$ cat config.mk
export PLATFORM = sky130hd
export DESIGN_NAME = palette_layer_compositor
export DESIGN_NICKNAME = d
export VERILOG_FILES = /design/src/rtl/palette_layer_compositor.sv
export SDC_FILE = /design/constraint.sdc
export NUM_CORES = 2
export LEC_CHECK = 0
export BUFFER_PORTS_ARGS = -buffer_cell sky130_fd_sc_hd__clkbuf_2
export CAP_MARGIN = 25
export CORE_AREA = 2 2 556 447
export CTS_CLUSTER_DIAMETER = 60
export DETAILED_ROUTE_END_ITERATION = 8
export DIE_AREA = 0 0 558 449
export MAX_ROUTING_LAYER = met4
export PLACE_DENSITY = 0.65
export SYNTH_ARGS = -nofsm -noshare
export SYNTH_HDL_FRONTEND = slang
export SYNTH_SLANG_ARGS = --single-unit
$ cat constraint.sdc
create_clock -name clk -period 7.7 [get_ports clk]
set_input_delay 1.54 -clock clk [delete_from_list [all_inputs] [get_ports clk]]
set_output_delay 1.54 -clock clk [all_outputs]
set_load 0.05 [all_outputs]
$ cat src/rtl/palette_layer_compositor.sv
// -----------------------------------------------------------------------------
// palette_layer_compositor
//
// Pipelined palette decoder and layer compositor for the VGA pixel path. Each
// pixel carries one palette index per layer. Every index is looked up in that
// layer's own runtime-writable 12-bit RGB palette. The topmost non-transparent
// layer wins. If every layer is transparent, bg_color is emitted instead.
//
// After reset a CLEAR sequence zeroes every palette entry. ready stays low
// until the sequence completes.
//
// Optional feature (macro PALETTE_FADE_EN): adds a 4th stage that scales each
// colour channel by (fade_level+1)/16. This raises the latency from 3 to 4.
//
// Parameters:
//   LAYERS     number of layers (1..4); layer LAYERS-1 is the top
//   IDX_W      palette index width; each palette holds 2**IDX_W entries
//   TRANSP_IDX index value treated as transparent
//
// Ports:
//   clk, rst_n  pixel clock, synchronous active-low reset
//   in_valid    pixel index vector valid
//   in_idx      layer k index at [k*IDX_W +: IDX_W]
//   wr_en       palette write strobe
//   wr_layer    target layer of the write (values >= LAYERS are dropped)
//   wr_addr     palette entry address of the write
//   wr_data     RGB 4:4:4 colour to store
//   bg_color    colour used when every layer is transparent
//   fade_level  brightness, 15 = full (fade build only)
//   ready       clear done; pixels and writes are accepted
//   out_valid   out_pixel valid
//   out_pixel   composited RGB
//   out_layer   winning layer (0 when bg_color was used)
//   out_bg      bg_color was used
// -----------------------------------------------------------------------------
module palette_layer_compositor #(
  parameter int LAYERS     = 2,
  parameter int IDX_W      = 7,
  parameter int TRANSP_IDX = 0
) (
  input  logic                    clk,
  input  logic                    rst_n,
  input  logic                    in_valid,
  input  logic [LAYERS*IDX_W-1:0] in_idx,
  input  logic                    wr_en,
  input  logic [1:0]              wr_layer,
  input  logic [IDX_W-1:0]        wr_addr,
  input  logic [11:0]             wr_data,
  input  logic [11:0]             bg_color,
  input  logic [3:0]              fade_level,
  output logic                    ready,
  output logic                    out_valid,
  output logic [11:0]             out_pixel,
  output logic [1:0]              out_layer,
  output logic                    out_bg
);

  localparam int DEPTH = 2 ** IDX_W;

  typedef enum logic {CLEAR, RUN} state_t;

  state_t           state, state_nxt;
  logic [IDX_W-1:0] cnt;
  logic             clear_we;

  // ---------------------------------------------------------------------------
  // Control FSM: state register / next-state / outputs
  // ---------------------------------------------------------------------------
  always_ff @(posedge clk) begin
    if (!rst_n) begin
      state <= CLEAR;
      cnt   <= '0;
    end else begin
      // NOTE: sequential state uses non-blocking (<=) so every flop samples
      // pre-edge values regardless of statement order.
      state <= state_nxt;
      if (state == CLEAR) cnt <= cnt + 1'b1;
    end
  end

  always_comb begin
    // NOTE: default assignment first so no path leaves the output unassigned
    // (which would infer a latch).
    state_nxt = state;
    case (state)
      CLEAR:   if (&cnt) state_nxt = RUN;
      RUN:     state_nxt = RUN;
      default: state_nxt = CLEAR;
    endcase
  end

  always_comb begin
    ready    = 1'b0;
    clear_we = 1'b0;
    case (state)
      CLEAR:   clear_we = 1'b1;
      RUN:     ready    = 1'b1;
      default: ;
    endcase
  end

  // Shared write port. During CLEAR every layer is zeroed at address cnt.
  logic [IDX_W-1:0] ram_addr;
  logic [11:0]      ram_data;

  always_comb begin
    ram_addr = clear_we ? cnt   : wr_addr;
    ram_data = clear_we ? 12'h0 : wr_data;
  end

  // ---------------------------------------------------------------------------
  // S1: register the input pixel
  // ---------------------------------------------------------------------------
  logic                    s1_valid;
  logic [LAYERS*IDX_W-1:0] s1_idx;
  logic [11:0]             s1_bg;

  always_ff @(posedge clk) begin
    if (!rst_n) begin
      s1_valid <= 1'b0;
      s1_idx   <= '0;
      s1_bg    <= '0;
    end else begin
      s1_valid <= in_valid && ready;
      s1_idx   <= in_idx;
      s1_bg    <= bg_color;
    end
  end

  // ---------------------------------------------------------------------------
  // Palettes + S2: synchronous read of every layer at its index
  // ---------------------------------------------------------------------------
  logic [LAYERS*12-1:0] s2_color;
  logic [LAYERS-1:0]    s2_transp;
  logic                 s2_valid;
  logic [11:0]          s2_bg;

  for (genvar k = 0; k < LAYERS; k++) begin : g_layer
    logic [11:0] mem [DEPTH];
    logic [11:0] rd;
    logic        we;

    // A layer code matching k implies wr_layer < LAYERS, so out-of-range
    // writes fall through without touching any palette.
    assign we = rst_n && (clear_we || (ready && wr_en && wr_layer == 2'(k)));

    // NOTE: the palette array has no reset; the CLEAR sequence zeroes it, which
    // keeps it mappable to block RAM.
    // The read samples mem before this edge's write lands, which gives the
    // read-first collision behaviour.
    always_ff @(posedge clk) begin
      if (we) mem[ram_addr] <= ram_data;
      rd <= mem[s1_idx[k*IDX_W +: IDX_W]];
    end

    assign s2_color[k*12 +: 12] = rd;
  end

  always_ff @(posedge clk) begin
    if (!rst_n) begin
      s2_valid  <= 1'b0;
      s2_transp <= '0;
      s2_bg     <= '0;
    end else begin
      s2_valid <= s1_valid;
      s2_bg    <= s1_bg;
      for (int k = 0; k < LAYERS; k++)
        s2_transp[k] <= (s1_idx[k*IDX_W +: IDX_W] == IDX_W'(TRANSP_IDX));
    end
  end

  // ---------------------------------------------------------------------------
  // S3: compose. The top layer wins. Layer 0 is the last resort before bg.
  // ---------------------------------------------------------------------------
  logic        found;
  logic [11:0] c_pixel;
  logic [1:0]  c_layer;
  logic        c_bg;

  always_comb begin
    found   = 1'b0;
    c_pixel = s2_bg;
    c_layer = 2'd0;
    c_bg    = 1'b1;
    for (int k = LAYERS - 1; k >= 1; k--) begin
      if (!found && !s2_transp[k]) begin
        found   = 1'b1;
        c_pixel = s2_color[k*12 +: 12];
        c_layer = 2'(k);
        c_bg    = 1'b0;
      end
    end
    if (!found && !s2_transp[0]) begin
      c_pixel = s2_color[11:0];
      c_layer = 2'd0;
      c_bg    = 1'b0;
    end
  end

`ifdef PALETTE_FADE_EN
  // c * (level+1) / 16: level 15 is the identity and level 0 gives black.
  function automatic logic [3:0] scale(input logic [3:0] c, input logic [3:0] lvl);
    logic [8:0] p;
    p = {5'd0, c} * ({5'd0, lvl} + 9'd1);
    return p[7:4];
  endfunction

  logic        s3_valid;
  logic [11:0] s3_pixel;
  logic [1:0]  s3_layer;
  logic        s3_bg;
  logic [3:0]  s3_fade;

  always_ff @(posedge clk) begin
    if (!rst_n) begin
      s3_valid <= 1'b0;
      s3_pixel <= '0;
      s3_layer <= '0;
      s3_bg    <= 1'b0;
      s3_fade  <= '0;
    end else begin
      s3_valid <= s2_valid;
      s3_fade  <= fade_level;
      if (s2_valid) begin
        s3_pixel <= c_pixel;
        s3_layer <= c_layer;
        s3_bg    <= c_bg;
      end
    end
  end

  // S4: brightness scaling, with layer/bg delayed alongside the pixel.
  always_ff @(posedge clk) begin
    if (!rst_n) begin
      out_valid <= 1'b0;
      out_pixel <= '0;
      out_layer <= '0;
      out_bg    <= 1'b0;
    end else begin
      out_valid <= s3_valid;
      if (s3_valid) begin
        out_pixel <= {scale(s3_pixel[11:8], s3_fade),
                      scale(s3_pixel[7:4],  s3_fade),
                      scale(s3_pixel[3:0],  s3_fade)};
        out_layer <= s3_layer;
        out_bg    <= s3_bg;
      end
    end
  end
`else
  // The signal name marks fade_level as deliberately unused in this build.
  logic unused_fade;
  assign unused_fade = ^fade_level;

  always_ff @(posedge clk) begin
    if (!rst_n) begin
      out_valid <= 1'b0;
      out_pixel <= '0;
      out_layer <= '0;
      out_bg    <= 1'b0;
    end else begin
      out_valid <= s2_valid;
      if (s2_valid) begin
        out_pixel <= c_pixel;
        out_layer <= c_layer;
        out_bg    <= c_bg;
      end
    end
  end
`endif

endmodule

==> impl_results.html <==
<table>
<tr><th>Metric</th><th>Value</th></tr>
<tr><th colspan="2">Global route</th></tr>
<tr><td>Antenna violations before repair</td><td>15</td></tr>
<tr><td>Global-route usage over all layers</td><td>0.254</td></tr>
<tr><td>Global-route wire length before repair</td><td>442000 um</td></tr>
<tr><td>Total gr overflow</td><td>0</td></tr>
<tr><td>Maximum number of pins on one net before global-route repair</td><td>202</td></tr>
<tr><td>Via count of the first global-routing pass</td><td>59500</td></tr>
<tr><th colspan="2">Flow run</th></tr>
<tr><td>Max Cap Viol</td><td>0</td></tr>
<tr><th colspan="2">Floorplan</th></tr>
<tr><td>Count of boundary I/O pins</td><td>72</td></tr>
<tr><td>Number of core rows</td><td>163</td></tr>
<tr><td>Core box area</td><td>245000 um2</td></tr>
<tr><td>Floorplan die height</td><td>449 um</td></tr>
<tr><td>Overall die area</td><td>251000 um2</td></tr>
<tr><td>Die Span X</td><td>558 um</td></tr>
<tr><td>Effective utilization at floorplan</td><td>0.497</td></tr>
<tr><th colspan="2">STA</th></tr>
<tr><td>Period Utilization, post-route</td><td>0.582</td></tr>
<tr><td>Min Clock Period, post-route</td><td>~4.5 ns</td></tr>
<tr><td>Final Slew Violations</td><td>0</td></tr>
<tr><td>Final-layout worst hold slack</td><td>0.436 ns</td></tr>
<tr><td>RSZ-0062 raised after global routing</td><td>false</td></tr>
<tr><td>Total setup violations reported at the end of the flow</td><td>0</td></tr>
<tr><td>Max Fclk</td><td>0.223 GHz</td></tr>
<tr><td>Clock Skews</td><td>0.0380 ns</td></tr>
<tr><td>Final Hold Viols</td><td>0</td></tr>
<tr><td>Crit path setup slack, layout</td><td>3.22 ns</td></tr>
<tr><td>Transition time at the pin with the least slew margin</td><td>1.31 ns</td></tr>
<tr><td>Worst relative slew slack</td><td>0.126</td></tr>
<tr><td>Aggregate negative setup slack</td><td>0 ns</td></tr>
<tr><th colspan="2">Yosys</th></tr>
<tr><td>FF+latch count, synth</td><td>3161</td></tr>
<tr><td>Complex-gate fraction of the synthesized area</td><td>0.0360</td></tr>
<tr><td>Async set-reset flop share out of synthesis</td><td>0</td></tr>
<tr><td>Summed instance area of the synthesized netlist</td><td>122000 um2</td></tr>
<tr><td>Share of synthesized cell area in full adder, half adder and majority cells</td><td>0.000103</td></tr>
<tr><td>Most used flip-flop cell after synthesis</td><td>sky130_fd_sc_hd__edfxtp_1</td></tr>
<tr><td>Multiplexer share of the synthesized area</td><td>0.149</td></tr>
<tr><td>XOR/XNOR Fraction of Synth Area</td><td>0.000287</td></tr>
<tr><td>Fraction of the yosys area taken by sequential cells</td><td>0.771</td></tr>
<tr><td>Number of warning messages in the yosys log</td><td>0</td></tr>
<tr><td>Combinational family with the most area after synthesis</td><td>multiplexers</td></tr>
<tr><td>Number of synthesized flops with an enable pin</td><td>3072</td></tr>
<tr><td>Net count after synthesis</td><td>5895</td></tr>
<tr><td>Number of cells produced by synthesis</td><td>5839</td></tr>
<tr><td>Netlist cell types</td><td>79</td></tr>
<tr><td>Post-Synth Simple-Gate Area</td><td>0.0246</td></tr>
<tr><td>Mean instance size in the synthesized netlist</td><td>20.9 um2</td></tr>
<tr><th colspan="2">Power</th></tr>
<tr><td>Leakage power</td><td>42.9 nW</td></tr>
<tr><td>Total power after layout</td><td>0.0346 W</td></tr>
<tr><td>Power density of the placed cells</td><td>252 nW/um2</td></tr>
<tr><td>Peak VDD IR</td><td>about 180 uV</td></tr>
<tr><th colspan="2">CTS</th></tr>
<tr><td>Total setup buffers inserted after CTS</td><td>0</td></tr>
<tr><td>Insertion delay of the later-clocked pin in the worst-skew pair</td><td>between 0.8 and 0.9 ns</td></tr>
<tr><td>H-tree lvl count</td><td>5</td></tr>
<tr><td>Clock slew seen by the registers of the worst setup and hold paths</td><td>about 0.06 ns</td></tr>
<tr><td>Number of clock buffers inserted by TritonCTS</td><td>~300</td></tr>
<tr><td>CTS tree</td><td>done</td></tr>
<tr><td>Total of cells resized after clock tree synthesis</td><td>0</td></tr>
<tr><td>Clock sink total</td><td>3161</td></tr>
<tr><td>Clock Tree Buf Depth</td><td>4</td></tr>
<tr><td>Cts-stage hold buffer count</td><td>0</td></tr>
<tr><td>Buffer type at the clock tree root</td><td>sky130_fd_sc_hd__clkbuf_16</td></tr>
<tr><th colspan="2">Placed design</th></tr>
<tr><td>Standard cell area after detailed placement</td><td>127000 um2</td></tr>
<tr><td>Post-DP HPWL</td><td>about 190000 um</td></tr>
<tr><td>Gpl congestion</td><td>roughly 0.88</td></tr>
<tr><td>Post-Place Setup Slack</td><td>roughly 2.4 ns</td></tr>
<tr><td>Port-buffer cells</td><td>66</td></tr>
<tr><th colspan="2">Worst setup path</th></tr>
<tr><td>Crit path buffers/inverters</td><td>1</td></tr>
<tr><td>Worst path required time</td><td>8.17 ns</td></tr>
<tr><td>Critical Path Source Type</td><td>primary input</td></tr>
<tr><td>Cell breakdown of the critical path</td><td>clkbuf_2, nor3b_1, o21ai_0, nor2_1, nand2_2, nor2_1</td></tr>
<tr><td>Peak per-stage delay on the critical path</td><td>1.08 ns</td></tr>
<tr><td>CP max-delay cell</td><td>sky130_fd_sc_hd__nor2_1</td></tr>
<tr><td>Crit end category</td><td>flip-flop</td></tr>
<tr><td>Critical path class</td><td>primary input to flip-flop</td></tr>
<tr><td>Critical path's most frequent cell</td><td>sky130_fd_sc_hd__nor2_1</td></tr>
<tr><td>Data arrival time of the worst path</td><td>4.95 ns</td></tr>
<tr><td>Max FO, Critical Path</td><td>16</td></tr>
<tr><td>Kind of cell adding the most delay to the critical path</td><td>simple AND/OR/NAND/NOR gates</td></tr>
<tr><th colspan="2">Routing</th></tr>
<tr><td>Number of DRC violations after detailed-routing iteration 0</td><td>9033</td></tr>
<tr><td>First-pass iteration count of the detailed router</td><td>6</td></tr>
<tr><td>Remaining routing DRC violations</td><td>0</td></tr>
<tr><td>Vias post-DR</td><td>61400</td></tr>
<tr><td>Routed length per placed instance</td><td>31.7 um</td></tr>
<tr><td>Remaining number of nets flagged by the antenna check after routing</td><td>0</td></tr>
<tr><td>Vias per inst</td><td>~6.3</td></tr>
<tr><td>WL final</td><td>310000 um</td></tr>
<tr><th colspan="2">Final layout</th></tr>
<tr><td>Leading cell type in the layout, fill and taps excluded</td><td>sky130_fd_sc_hd__edfxtp_1</td></tr>
<tr><td>Area occupied by multi-input gates</td><td>25700 um2</td></tr>
<tr><td>Layout fillers</td><td>18000</td></tr>
<tr><td>Area added between synthesis and finish</td><td>12.8%</td></tr>
<tr><td>Share of layout cells above drive strength 1</td><td>0.243</td></tr>
<tr><td>Most frequent cells in the layout</td><td>3072 x sky130_fd_sc_hd__edfxtp_1, 586 x sky130_fd_sc_hd__mux4_2, 422 x sky130_fd_sc_hd__mux2i_1, 316 x sky130_fd_sc_hd__clkbuf_16, 307 x sky130_fd_sc_hd__nor2_1</td></tr>
<tr><td>Final non-filler cell area</td><td>138000 um2</td></tr>
<tr><td>Reg area</td><td>94100 um2</td></tr>
<tr><td>Final-stage net count</td><td>6294</td></tr>
<tr><th colspan="2">Status</th></tr>
<tr><td>Result of the run</td><td>completed</td></tr>
<tr><th colspan="2">Hold path</th></tr>
<tr><td>Hold/Removal Path Class</td><td>flip-flop to flip-flop</td></tr>
</table>
## final cells by class
type	instances	share of cell area
clock buffer	389	0.0602
antenna	9	0.000164
tap	3300	0.0300
sequential	3161	0.684
multi-input combinational	2315	0.187
clock inverter	157	0.00976
inverter	15	0.000409
timing repair buffer	437	0.0285
## logic make-up after synthesis
family | count (synthesis)
AOI/OAI and AO/OA | 593
buffers and inverters | 363
muxes | 1074
xor gates and xnor gates | 4
DFF | 3161
other | 1
and+or+nand+nor | 642
adders and majority gates | 1
## metrics by stage
| stage | util | instances |
|---|---|---|
| floorplan | - | 5839 |
| global placement | 0.513 | 9039 |
| detailed placement | 0.520 | 9185 |
| CTS | 0.559 | 9731 |
| global route | 0.561 | 9782 |
| finish | 0.561 | 9783 |
## power by group
part | leakage (nW) | total, W | switching (W) | internal (W)
Clock | 4.73 | 0.0146 | 0.00631 | 0.00830
Combinational | 9.35 | 0.00127 | 0.000794 | 0.000481
Sequential | 28.9 | 0.0187 | 0.0000889 | 0.0186
Total | 42.9 | 0.0346 | 0.00719 | 0.0274
## synth_stat cells, drive strengths merged, types with 5 or more instances
cell / number / area [um2]
a21o: 7 / 52.6
dfxtp: 89 / 1780
nor2: 310 / 1170
mux4: 588 / 13300
mux2: 64 / 721
mux2i: 422 / 4220
and2: 66 / 413
o31ai: 6 / 45.0
a211o: 10 / 87.6
a221oi: 29 / 260
o32ai: 7 / 61.3
edfxtp: 3072 / 92200
o221ai: 42 / 368
a211oi: 61 / 458
a22oi: 95 / 713
and3: 7 / 43.8
or3b: 8 / 70.1
a2111oi: 26 / 236
or2: 5 / 31.3
buf: 236 / 1800
a21oi: 71 / 355
o32a: 12 / 120
o21ai: 22 / 110
inv: 14 / 52.6
nor4: 5 / 31.3
o211ai: 11 / 82.6
or3: 12 / 75.1
clkbuf: 112 / 422
a311oi: 7 / 61.3
a22o: 39 / 342
nor2b: 45 / 282
nor3: 24 / 120
nand2: 100 / 378
nand3: 24 / 120
o22a: 8 / 70.1
nand3b: 5 / 45.0
nand2b: 14 / 87.6
o22ai: 89 / 557
a31oi: 22 / 138
## state kept, by name (all words and copies together), names as in the netlist, 2 cells and up
register	cells
g_layer.rd	24
g_layer.mem	3072
s2_bg	12
out_pixel	12
s2_transp	2
s1_bg	12
s1_idx	14
cnt	7
## worst paths after layout
path / from / end / slack, ns / cells after the start
max reg2reg: s1_idx[9] / g_layer[1].rd[2] / 3.42 / 7
min reg2reg: s1_valid / s2_valid / 0.44 / 1
min: s1_valid / s2_valid / 0.44 / 1
max: wr_layer[0] / g_layer[0].mem[3][2] / 3.22 / 6
## routing by layer
layer  routed length (um)  global-route usage
met1               129000               0.375
met2               139000               0.357
met3                33700              0.0580
met4                 8800              0.0705
met5                    0                   -
## worst register-to-register path, cell delays in order, from the launching register on
cell and delay, ns:
sky130_fd_sc_hd__dfxtp_4 0.74, sky130_fd_sc_hd__buf_4 0.83, sky130_fd_sc_hd__buf_4 0.69, sky130_fd_sc_hd__mux4_2 0.41, sky130_fd_sc_hd__mux2_2 0.30, sky130_fd_sc_hd__a221oi_1 0.70
sky130_fd_sc_hd__nor3_1 0.28, sky130_fd_sc_hd__o32a_1 0.24
No activity file was read; power rests on OpenSTA's default activity.
